### src/rtl/wishbone_arbiter_pkg.sv
// Shared types and helpers for the Wishbone round-robin arbiter family.
// Latency: none (types, constants and a combinational helper function only).
// Backpressure: not applicable.
package wishbone_arbiter_pkg;

    typedef enum logic {
        ARB_IDLE = 1'b0,
        ARB_OWN  = 1'b1
    } arb_state_t;

    // Widest requester vector any arbiter instance may present to rr_next.
    localparam int unsigned MAX_INITIATORS = 16;
    localparam int unsigned PICK_IDX_W     = $clog2(MAX_INITIATORS);

    typedef struct packed {
        logic                  found;
        logic [PICK_IDX_W-1:0] idx;
    } pick_t;

    // Index width for n requesters; a single requester still needs one bit.
    function automatic int unsigned idx_width(input int unsigned n);
        return (n > 1) ? $clog2(n) : 1;
    endfunction

    // Counter width able to hold the value max_val itself.
    function automatic int unsigned cnt_width(input int unsigned max_val);
        return $clog2(max_val + 1);
    endfunction

    // First asserted req at or after pointer, wrapping at n (n <= MAX_INITIATORS).
    function automatic pick_t rr_next(input logic [PICK_IDX_W-1:0]     pointer,
                                      input logic [MAX_INITIATORS-1:0] req,
                                      input int unsigned               n);
        pick_t                 res;
        logic [PICK_IDX_W:0]   cand;
        res = '0;
        for (int unsigned k = 0; k < MAX_INITIATORS; k++) begin
            cand = {1'b0, pointer} + (PICK_IDX_W+1)'(k);
            if (cand >= (PICK_IDX_W+1)'(n)) begin
                cand = cand - (PICK_IDX_W+1)'(n);
            end
            if ((k < n) && !res.found && req[cand[PICK_IDX_W-1:0]]) begin
                res.found = 1'b1;
                res.idx   = cand[PICK_IDX_W-1:0];
            end
        end
        return res;
    endfunction

endpackage

### src/rtl/wishbone_rr_picker.sv
// Rotating-priority encoder: first set req bit at or after pointer, wrapping.
// Latency: purely combinational.
// Backpressure: none; found=0 when no request is present.
module wishbone_rr_picker
    import wishbone_arbiter_pkg::*;
#(
    parameter  int unsigned NumReq = 4,
    localparam int unsigned IdxW   = idx_width(NumReq)
) (
    input  logic [NumReq-1:0] req,
    input  logic [IdxW-1:0]   pointer,
    output logic [IdxW-1:0]   idx,
    output logic              found
);

    logic [MAX_INITIATORS-1:0] req_ext;
    logic [PICK_IDX_W-1:0]     ptr_ext;
    pick_t                     pick;

    assign req_ext = MAX_INITIATORS'(req);
    assign ptr_ext = PICK_IDX_W'(pointer);

    // Search the zero-extended request vector with the shared helper.
    always_comb begin
        pick  = rr_next(ptr_ext, req_ext, NumReq);
        idx   = pick.idx[IdxW-1:0];
        found = pick.found;
    end

endmodule

### src/rtl/wishbone_rr_arbiter.sv
// Round-robin arbiter sharing one pipelined Wishbone target; grant held for a whole CYC.
// Latency: grant registered, target CYC follows winner 1 cycle after request; data path muxed combinationally.
// Backpressure: non-winners always stalled; winner stalled by target stall or when MaxOutstanding are in flight. Optional watchdog: WB_ARBITER_TIMEOUT_EN.
module wishbone_rr_arbiter
    import wishbone_arbiter_pkg::*;
#(
    parameter  int unsigned NumInitiators  = 4,
    parameter  int unsigned AddressWidth   = 16,
    parameter  int unsigned DataWidth      = 8,
    parameter  int unsigned Granularity    = 8,
    parameter  int unsigned TGDWidth       = 1,
    parameter  int unsigned TGAWidth       = 1,
    parameter  int unsigned TGCWidth       = 1,
    parameter  int unsigned MaxOutstanding = 4,
    parameter  int unsigned TimeoutCycles  = 255,
    localparam int unsigned SelWidth       = DataWidth / Granularity,
    localparam int unsigned IdxW           = idx_width(NumInitiators),
    localparam int unsigned OutW           = cnt_width(MaxOutstanding)
) (
    input  logic                                        clk,
    input  logic                                        rst,
    // initiator side
    input  logic [NumInitiators-1:0]                    init_cyc,
    input  logic [NumInitiators-1:0]                    init_stb,
    input  logic [NumInitiators-1:0]                    init_we,
    input  logic [NumInitiators-1:0]                    init_lock,
    input  logic [NumInitiators-1:0][AddressWidth-1:0]  init_adr,
    input  logic [NumInitiators-1:0][DataWidth-1:0]     init_dat_w,
    input  logic [NumInitiators-1:0][SelWidth-1:0]      init_sel,
    input  logic [NumInitiators-1:0][TGAWidth-1:0]      init_tga,
    input  logic [NumInitiators-1:0][TGCWidth-1:0]      init_tgc,
    input  logic [NumInitiators-1:0][TGDWidth-1:0]      init_tgd_w,
    output logic [NumInitiators-1:0]                    init_ack,
    output logic [NumInitiators-1:0]                    init_err,
    output logic [NumInitiators-1:0]                    init_rty,
    output logic [NumInitiators-1:0]                    init_stall,
    output logic [NumInitiators-1:0][DataWidth-1:0]     init_dat_r,
    output logic [NumInitiators-1:0][TGDWidth-1:0]      init_tgd_r,
    // shared target side
    output logic                                        tgt_cyc,
    output logic                                        tgt_stb,
    output logic                                        tgt_we,
    output logic                                        tgt_lock,
    output logic [AddressWidth-1:0]                     tgt_adr,
    output logic [DataWidth-1:0]                        tgt_dat_w,
    output logic [SelWidth-1:0]                         tgt_sel,
    output logic [TGAWidth-1:0]                         tgt_tga,
    output logic [TGCWidth-1:0]                         tgt_tgc,
    output logic [TGDWidth-1:0]                         tgt_tgd_w,
    input  logic                                        tgt_ack,
    input  logic                                        tgt_err,
    input  logic                                        tgt_rty,
    input  logic                                        tgt_stall,
    input  logic [DataWidth-1:0]                        tgt_dat_r,
    input  logic [TGDWidth-1:0]                         tgt_tgd_r,
    // debug
    output logic [IdxW-1:0]                             grant,
    output logic                                        grant_valid
);

    if (NumInitiators < 2 || NumInitiators > MAX_INITIATORS ||
        MaxOutstanding < 1 || TimeoutCycles < 2) begin : g_bad_cfg
        $error("wishbone_rr_arbiter: illegal parameter set");
    end

    arb_state_t      state_q, state_d;
    logic [IdxW-1:0] grant_q, grant_d;
    logic [IdxW-1:0] ptr_q, ptr_d;
    logic [OutW-1:0] outst_q, outst_d;
    logic [IdxW-1:0] pick_idx;
    logic            pick_found;
    logic            owning, win_cyc, full, term, accept, timeout_hit;

    wishbone_rr_picker #(
        .NumReq  (NumInitiators)
    ) u_picker (
        .req     (init_cyc),
        .pointer (ptr_q),
        .idx     (pick_idx),
        .found   (pick_found)
    );

    // Reset releases the bus in the same cycle it is asserted.
    assign owning  = (state_q == ARB_OWN) && !rst;
    assign win_cyc = init_cyc[grant_q];
    assign full    = (outst_q == OutW'(MaxOutstanding));
    assign term    = tgt_ack | tgt_err | tgt_rty;
    assign accept  = tgt_cyc & tgt_stb & ~tgt_stall;

    assign grant       = grant_q;
    assign grant_valid = owning;

`ifdef WB_ARBITER_TIMEOUT_EN
    localparam int unsigned TmoW = cnt_width(TimeoutCycles);
    logic [TmoW-1:0] tmo_q, tmo_d;

    // Watchdog fires on the cycle that would be the TimeoutCycles-th silent cycle.
    assign timeout_hit = owning && win_cyc && (outst_q != '0) && !term &&
                         (tmo_q == TmoW'(TimeoutCycles - 1));

    // Count silent cycles with work in flight; any termination or release restarts it.
    always_comb begin
        tmo_d = tmo_q;
        if (state_q != ARB_OWN || !win_cyc || timeout_hit || term) begin
            tmo_d = '0;
        end else if (outst_q != '0) begin
            tmo_d = tmo_q + TmoW'(1);
        end
    end

    // Watchdog register.
    always_ff @(posedge clk) begin
        if (rst) begin
            tmo_q <= '0;
        end else begin
            tmo_q <= tmo_d;
        end
    end
`else
    assign timeout_hit = 1'b0;
`endif

    // Mux the winner onto the target and route responses back only to it.
    always_comb begin
        tgt_cyc    = owning & win_cyc & ~timeout_hit;
        tgt_stb    = tgt_cyc & init_stb[grant_q] & ~full;
        tgt_we     = init_we[grant_q];
        tgt_lock   = tgt_cyc & init_lock[grant_q];
        tgt_adr    = init_adr[grant_q];
        tgt_dat_w  = init_dat_w[grant_q];
        tgt_sel    = init_sel[grant_q];
        tgt_tga    = init_tga[grant_q];
        tgt_tgc    = init_tgc[grant_q];
        tgt_tgd_w  = init_tgd_w[grant_q];
        init_stall = '1;
        init_ack   = '0;
        init_err   = '0;
        init_rty   = '0;
        init_dat_r = '0;
        init_tgd_r = '0;
        if (tgt_cyc) begin
            init_stall[grant_q] = tgt_stall | full;
            init_ack[grant_q]   = tgt_ack;
            init_err[grant_q]   = tgt_err;
            init_rty[grant_q]   = tgt_rty;
            init_dat_r[grant_q] = tgt_dat_r;
            init_tgd_r[grant_q] = tgt_tgd_r;
        end
        if (timeout_hit) begin
            init_err[grant_q] = 1'b1;
        end
    end

    // Ownership FSM and outstanding-request bookkeeping.
    always_comb begin
        state_d = state_q;
        grant_d = grant_q;
        ptr_d   = ptr_q;
        outst_d = outst_q;
        case (state_q)
            ARB_IDLE: begin
                if (pick_found) begin
                    state_d = ARB_OWN;
                    grant_d = pick_idx;
                end
            end
            ARB_OWN: begin
                if (!win_cyc || timeout_hit) begin
                    // Late terminations are dropped: the count restarts from zero.
                    state_d = ARB_IDLE;
                    outst_d = '0;
                    ptr_d   = (grant_q == IdxW'(NumInitiators - 1)) ? '0 : grant_q + IdxW'(1);
                end else if (accept && !term) begin
                    outst_d = outst_q + OutW'(1);
                end else if (!accept && term && outst_q != '0) begin
                    outst_d = outst_q - OutW'(1);
                end
            end
            default: state_d = ARB_IDLE;
        endcase
    end

    // State registers.
    always_ff @(posedge clk) begin
        if (rst) begin
            state_q <= ARB_IDLE;
            grant_q <= '0;
            ptr_q   <= '0;
            outst_q <= '0;
        end else begin
            state_q <= state_d;
            grant_q <= grant_d;
            ptr_q   <= ptr_d;
            outst_q <= outst_d;
        end
    end

endmodule

### config.mk
export PLATFORM = sky130hd
export DESIGN_NAME = wishbone_rr_arbiter
export DESIGN_NICKNAME = d
export VERILOG_FILES = /design/src/rtl/wishbone_arbiter_pkg.sv /design/src/rtl/wishbone_rr_picker.sv /design/src/rtl/wishbone_rr_arbiter.sv
export SDC_FILE = /design/constraint.sdc
export NUM_CORES = 1
export LEC_CHECK = 0
export CAP_MARGIN = 15
export CORE_MARGIN = 8
export CORE_UTILIZATION = 25
export CTS_CLUSTER_SIZE = 8
export DETAILED_ROUTE_END_ITERATION = 10
export GPL_ROUTABILITY_DRIVEN = 0
export PLACE_DENSITY_LB_ADDON = 0.3
export SLEW_MARGIN = 0
export SYNTH_ARGS = -nofsm -noshare
export SYNTH_HDL_FRONTEND = slang
export SYNTH_HIERARCHICAL = 1
export SYNTH_SLANG_ARGS = --single-unit
### constraint.sdc
create_clock -name clk -period 2.66 [get_ports clk]
set_input_delay 0.266 -clock clk [delete_from_list [all_inputs] [get_ports clk]]
set_output_delay 0.266 -clock clk [all_outputs]
set_load 0.02 [all_outputs]
=== Word-level counts from Yosys, hierarchy flattened ===
Cells that the tools add are included.
W data, S select, Z words.

* Output and inout port bits: 87
* Logic and storage cells: 118
* Input port bits: 143
* Bits in registers: 8

* Muxes and demuxes: 53
* Reduce and logical (&&, ||, !) cells: 18
* Add/sub/neg operators: 10
* Magnitude comparators: 10
* Bitwise operators: 20
* Equal/unequal tests: 3

{| class="wikitable"
|+ Operator list
! operator !! number
|-
| $mux W4 || 9
|-
| $and A32 B32 Y32 || 1
|-
| $bmux W16 S2 || 1
|-
| $mux W32 || 1
|-
| $lt A4 B5 Y1 const B || 4
|-
| $mux W5 || 4
|-
| $and A4 B4 Y4 || 4
|-
| $bmux W1 S2 || 8
|-
| $bmux W1 S4 || 4
|-
| $bmux W8 S2 || 1
|-
| $demux W8 S2 || 1
|-
| $mux W16 || 1
|-
| $mux W8 || 2
|-
| $ge A5 B3 Y1 const B || 3
|-
| $mux W1 || 15
|-
| $sub A4 B3 Y4 const B || 3
|-
| $mux W3 || 3
|-
| $logic_and A1 B1 Y1 || 8
|-
| $add A2 B2 Y3 const B || 2
|-
| $and A1 B1 Y1 || 6
|-
| $logic_not A1 Y1 || 6
|-
| $reduce_and A2 Y1 || 3
|-
| $not A1 Y1 || 4
|-
| $not A4 Y4 || 1
|-
| other kinds (17) || 19
|}

=== Depth between registers and ports, before layout ===
* Depth after elaboration: 16
* Depth in mapped cells: 12
* Depth with buffers taken out: 10

=== By module ===
The synthesis kept the hierarchy.

{| class="wikitable"
|+ By module, submodules not included
! module !! seq. area each (um^2) !! area each (um^2) !! cells each !! instances
|-
| wishbone_rr_arbiter || 160.2 || 1665.3 || 171 || 1
|-
| wishbone_rr_picker || 0.0 || 309.0 || 38 || 1
|}

=== Least setup slack after synthesis ===
OpenSTA, ideal clock, no wires.

* Kind: register to register
* Start point: register grant_q[0] (netlist: grant[0])
* End point: register outst_q[2]
* Slack: -235 ps
* Required time: 2586 ps
* Period minus slack after synthesis: 2895 ps
* Setup time: 74 ps
* Stages on the path, launching flop included: 12
* Arrival: 2821 ps
* Path buffers: 2
* Cells stage by stage: dfxtp_1 > buf_6 > mux4_2 > and2_0 > clkbuf_1 > inv_1 > nor3_1 > fa_1 > a21oi_1 > nor4_1 > or3_1 > a31oi_1

* Cells in the longest elaborated chain, start to end: 12
* Elaborated cells between the ends (all ways): 17
* Those cells by class: 1 x eq/ne; 6 x mux; 5 x bitwise; 5 x reduce/logical

{| class="wikitable"
|+ Ends and longest elaborated chain
! what !! line !! source
|-
| from (decl) || wishbone_rr_arbiter.sv:67 || <nowiki>logic [IdxW-1:0] grant_q, grant_d;</nowiki>
|-
| from (signal assigned) || wishbone_rr_arbiter.sv:192 || <nowiki>grant_q <= grant_d;</nowiki>
|-
| $bmux W1 S2 * || wishbone_rr_arbiter.sv:85 || <nowiki>assign win_cyc = init_cyc[grant_q];</nowiki>
|-
| $mux W1 (not written as such) * || wishbone_rr_arbiter.sv:85 ||
|-
| $and A1 B1 Y1 * || wishbone_rr_arbiter.sv:125 || <nowiki>tgt_cyc = owning & win_cyc & ~timeout_hit;</nowiki>
|-
| named net tgt_cyc || wishbone_rr_arbiter.sv:40 || <nowiki>output logic tgt_cyc,</nowiki>
|-
| $and A1 B1 Y1 (2 in a row) || wishbone_rr_arbiter.sv:126 || <nowiki>tgt_stb = tgt_cyc & init_stb[grant_q] & ~full;</nowiki>
|-
| $and A1 B1 Y1 * (2 in a row) || wishbone_rr_arbiter.sv:88 || <nowiki>assign accept = tgt_cyc & tgt_stb & ~tgt_stall;</nowiki>
|-
| $logic_not A1 Y1 || wishbone_rr_arbiter.sv:175 || <nowiki>end else if (!accept && term && outst_q != '0) begin</nowiki>
|-
| $logic_and A1 B1 Y1 (2 in a row) || wishbone_rr_arbiter.sv:175 ||
|-
| $ne A3 B1 Y1 (no source line) || -- ||
|-
| $reduce_and A2 Y1 (no source line) || -- ||
|-
| to (signal assigned) || wishbone_rr_arbiter.sv:194 || <nowiki>outst_q <= outst_d;</nowiki>
|-
| to (decl) || wishbone_rr_arbiter.sv:69 || <nowiki>logic [OutW-1:0] outst_q, outst_d;</nowiki>
|}

The timed path passes the listed nets; every way through them passes the cells marked *. The select of a mux whose other input is x is not followed.
A chain may end at the register's enable or synchronous reset.

=== Worst setup path after layout ===
* Start point: input port init_cyc[2]
* End point: output port init_stall[2]

* Cells in the longest elaborated chain, start to end: 4

{| class="wikitable"
|+ Ends and longest elaborated chain
! what !! line !! source
|-
| from (decl) || wishbone_rr_arbiter.sv:23 || <nowiki>input logic [NumInitiators-1:0] init_cyc,</nowiki>
|-
| $bmux W1 S2 || wishbone_rr_arbiter.sv:85 ||
|-
| $mux W1 (not written as such) || wishbone_rr_arbiter.sv:85 ||
|-
| $and A1 B1 Y1 || wishbone_rr_arbiter.sv:125 ||
|-
| $mux W4 || wishbone_rr_arbiter.sv:141 || <nowiki>if (tgt_cyc) begin</nowiki>
|-
| to (decl) || wishbone_rr_arbiter.sv:36 || <nowiki>output logic [NumInitiators-1:0] init_stall,</nowiki>
|}

Every way passes these cells. The select of a mux whose other input is x is not followed.

==> results.ini <==
[synth]
ys_ff_latch = 8
post-synth-top-count-cell = and2_1
syn-cell-area_um2 = 1974
ys_seq_area_share_pct = 8.112
yosysUniqueCellTypes = 41
synth_edf_count = 0
synth_nets = 361
async_reset_ff_share_pct = 0
synth_area_leader_cell = mux4_2
yosysTopAreaCellShare_pct = 38.78
yosys-top-cells-area = mux4_2 39%, and2_1 12%, dfxtp_1 8.1%
yosys-top-cells-count = 37 x and2_1, 34 x mux4_2, 19 x and3_1
ys.flop_type = dfxtp_1
synthCells = 209
ys_warn_count = 6
syn_avg_cell_area_um2 = 9.447

[detailed_routing]
dr.pass1.iters = 4
viasPerCell = 4.950
drc = 0
antenna_left = 0
avgRoutedWirePerCell_um = 19.77
vias = 2693
drtIter0Drc = 70
drt_wl_total_mm = 10.75

[cts]
numCtsBuffers = 3
ctsRootBufferMaster = clkbuf_8
cts_tree = yes
clockBufferDepth = 2
insertion_delay_ps = 230
clkSinkCount = 8
ctsHoldBuffers = 0
cts.clk_slew.worst_paths_ps = 40
h-tree-depth = 1

[placed_design]
dp_hpwl_mm = 9.555
pre_cts_ws_ps = -163.6
portBuffers = 229
placed_area_um2 = 4431

[timing]
fin_crit_sh_pct = 97.71
slew_viol_final = 0
setup_violations = 0
maxSlewHeadroom_pct = 73.27
tightestPinTransition_ps = 401.0
fin_ws_ps = 61.01
clock_skew_ps = 4.108
hold_viol_final = 0
max_freq_mhz = 384.8
period_needed_ps = 2599
fin_setup_tns_ps = 0

[setup_path]
endpoint = init_stall[2]
crit_path_start_kind = primary input
worstPathArrival_ps = 2330
crit_path_end_kind = primary output
r2r-end = outst_q[2]
rrSetupSlack_ps = 150
cp_max_fo = 15
required_ps = 2390
r2r_cells = 9
startpoint = init_cyc[2]
rr_startpoint = grant[0]
path_class = primary input to primary output

[power]
power.leakage_uw = 0.001869
irDropWorstVdd_uv = 186.8
p_per_area_nw_per_um2 = 329.5
p_total_uw = 1500

[cells_and_area]
nNetsFinal = 595
multi_input_area_um2 = 1727
fillers = 671
insertedDiodeCount = 0
area_delta_synth_final_pct = 130.5
drive_gt1_share_pct = 15.38
seqCellArea_um2 = 163.9
final_design_area_no_fill_um2 = 4552
fin_util_pct = 59.21

[global_routing]
overflow = 0
grt.total_usage_pct = 18.76
antenna_found_initial = 0
grt_max_degree = 22
grt_pass1_vias = 3050
grt_first_pass_wirelength_mm = 16.67

[die]
rows = 32
die-area_um2 = 11000
initial_core_util_pct = 25.68
die_x_um = 104.9
io_pins = 230
design.core.area_um2 = 7687
die_h_um = 104.9

[run_status]
status = finished, final reports clean

[min_path]
hold_path_class = register to register

[flow_run]
maxCapViolCount = 0

cells by family after synthesis:
logic type | share of synthesized area [%]
DFF | 8.111
muxes | 42.21
buffers and inverters | 5.957
adders and majority gates | 6.084
AOI/OAI and AO/OA | 8.935
and+or+nand+nor | 28.71
power breakdown:
part | switching (µW) | internal (µW) | leakage [µW]
clock network | 49.4 | 104 | 0.0000228
logic | 518 | 668 | 0.00178
registers | 23.0 | 138 | 0.0000661
worst min-delay path by stage:
stage	start	end	cells past startpoint
2_1_floorplan	outst_q[2]	outst_q[2]	2
3_3_place_gp	outst_q[2]	outst_q[2]	2
3_5_place_dp	outst_q[2]	outst_q[2]	2
4_1_cts	outst_q[2]	outst_q[2]	2
5_1_grt	outst_q[2]	outst_q[2]	2
6_report	outst_q[2]	outst_q[2]	2
worst max-delay path, stage by stage:
cell	delay [ps]
clkdlybuf4s50_1	420
mux4_2	560
and2_1	210
buf_4	180
nand3_1	90
clkdlybuf4s50_1	610
final cells by class:
cell class,count,area share [%]
repair buffers,246,53.85
flip-flops and latches,8,3.601
clock buffers,4,0.9896
multi-input cells,174,37.93
well taps,102,2.804
inverters,10,0.8246
routing by layer:
metal | GRT usage [%] | vias to the layer above | wire length (µm)
met5 | 0 | - | 0
li1 | - | 1257 | -
met2 | 34.03 | 177 | 5357
met3 | 7.187 | 17 | 1111
met1 | 19.48 | 1242 | 4040
met4 | 5.810 | 0 | 246
state kept, by name, summed over array words and instances, names as in the netlist:
name and count:
ptr_q 2, grant 2, outst_q 3, state_q 1
cells in the final DEF, fill, tap and decap left out, types with 4 or more instances in the layout:
cell,instances
nor2_1,11
and3_1,16
inv_1,10
ha_1,8
a21oi_1,6
o21ai_0,5
dlymetal6s2s_1,9
a211oi_1,4
nand2_1,14
and2_1,38
clkdlybuf4s50_1,217
buf_4,16
dfxtp_1,7
mux4_2,34
per-stage QoR:
step	std cells	hold WS [ps]
detailed placement	538	522.1
finish	544	531.3
global route	544	565.7
floorplan	209	481.3
global placement	538	497.6
CTS	542	526.2
what timing repair did:
| action | CTS | global route |
|---|---|---|
| pin swaps | 0 | 0 |
| endpoints found under the setup margin | 25 | 48 |
| setup buffers | 0 | 2 |
| gates resized for setup | 6 | 14 |
No activity file was read; power rests on OpenSTA's default activity.
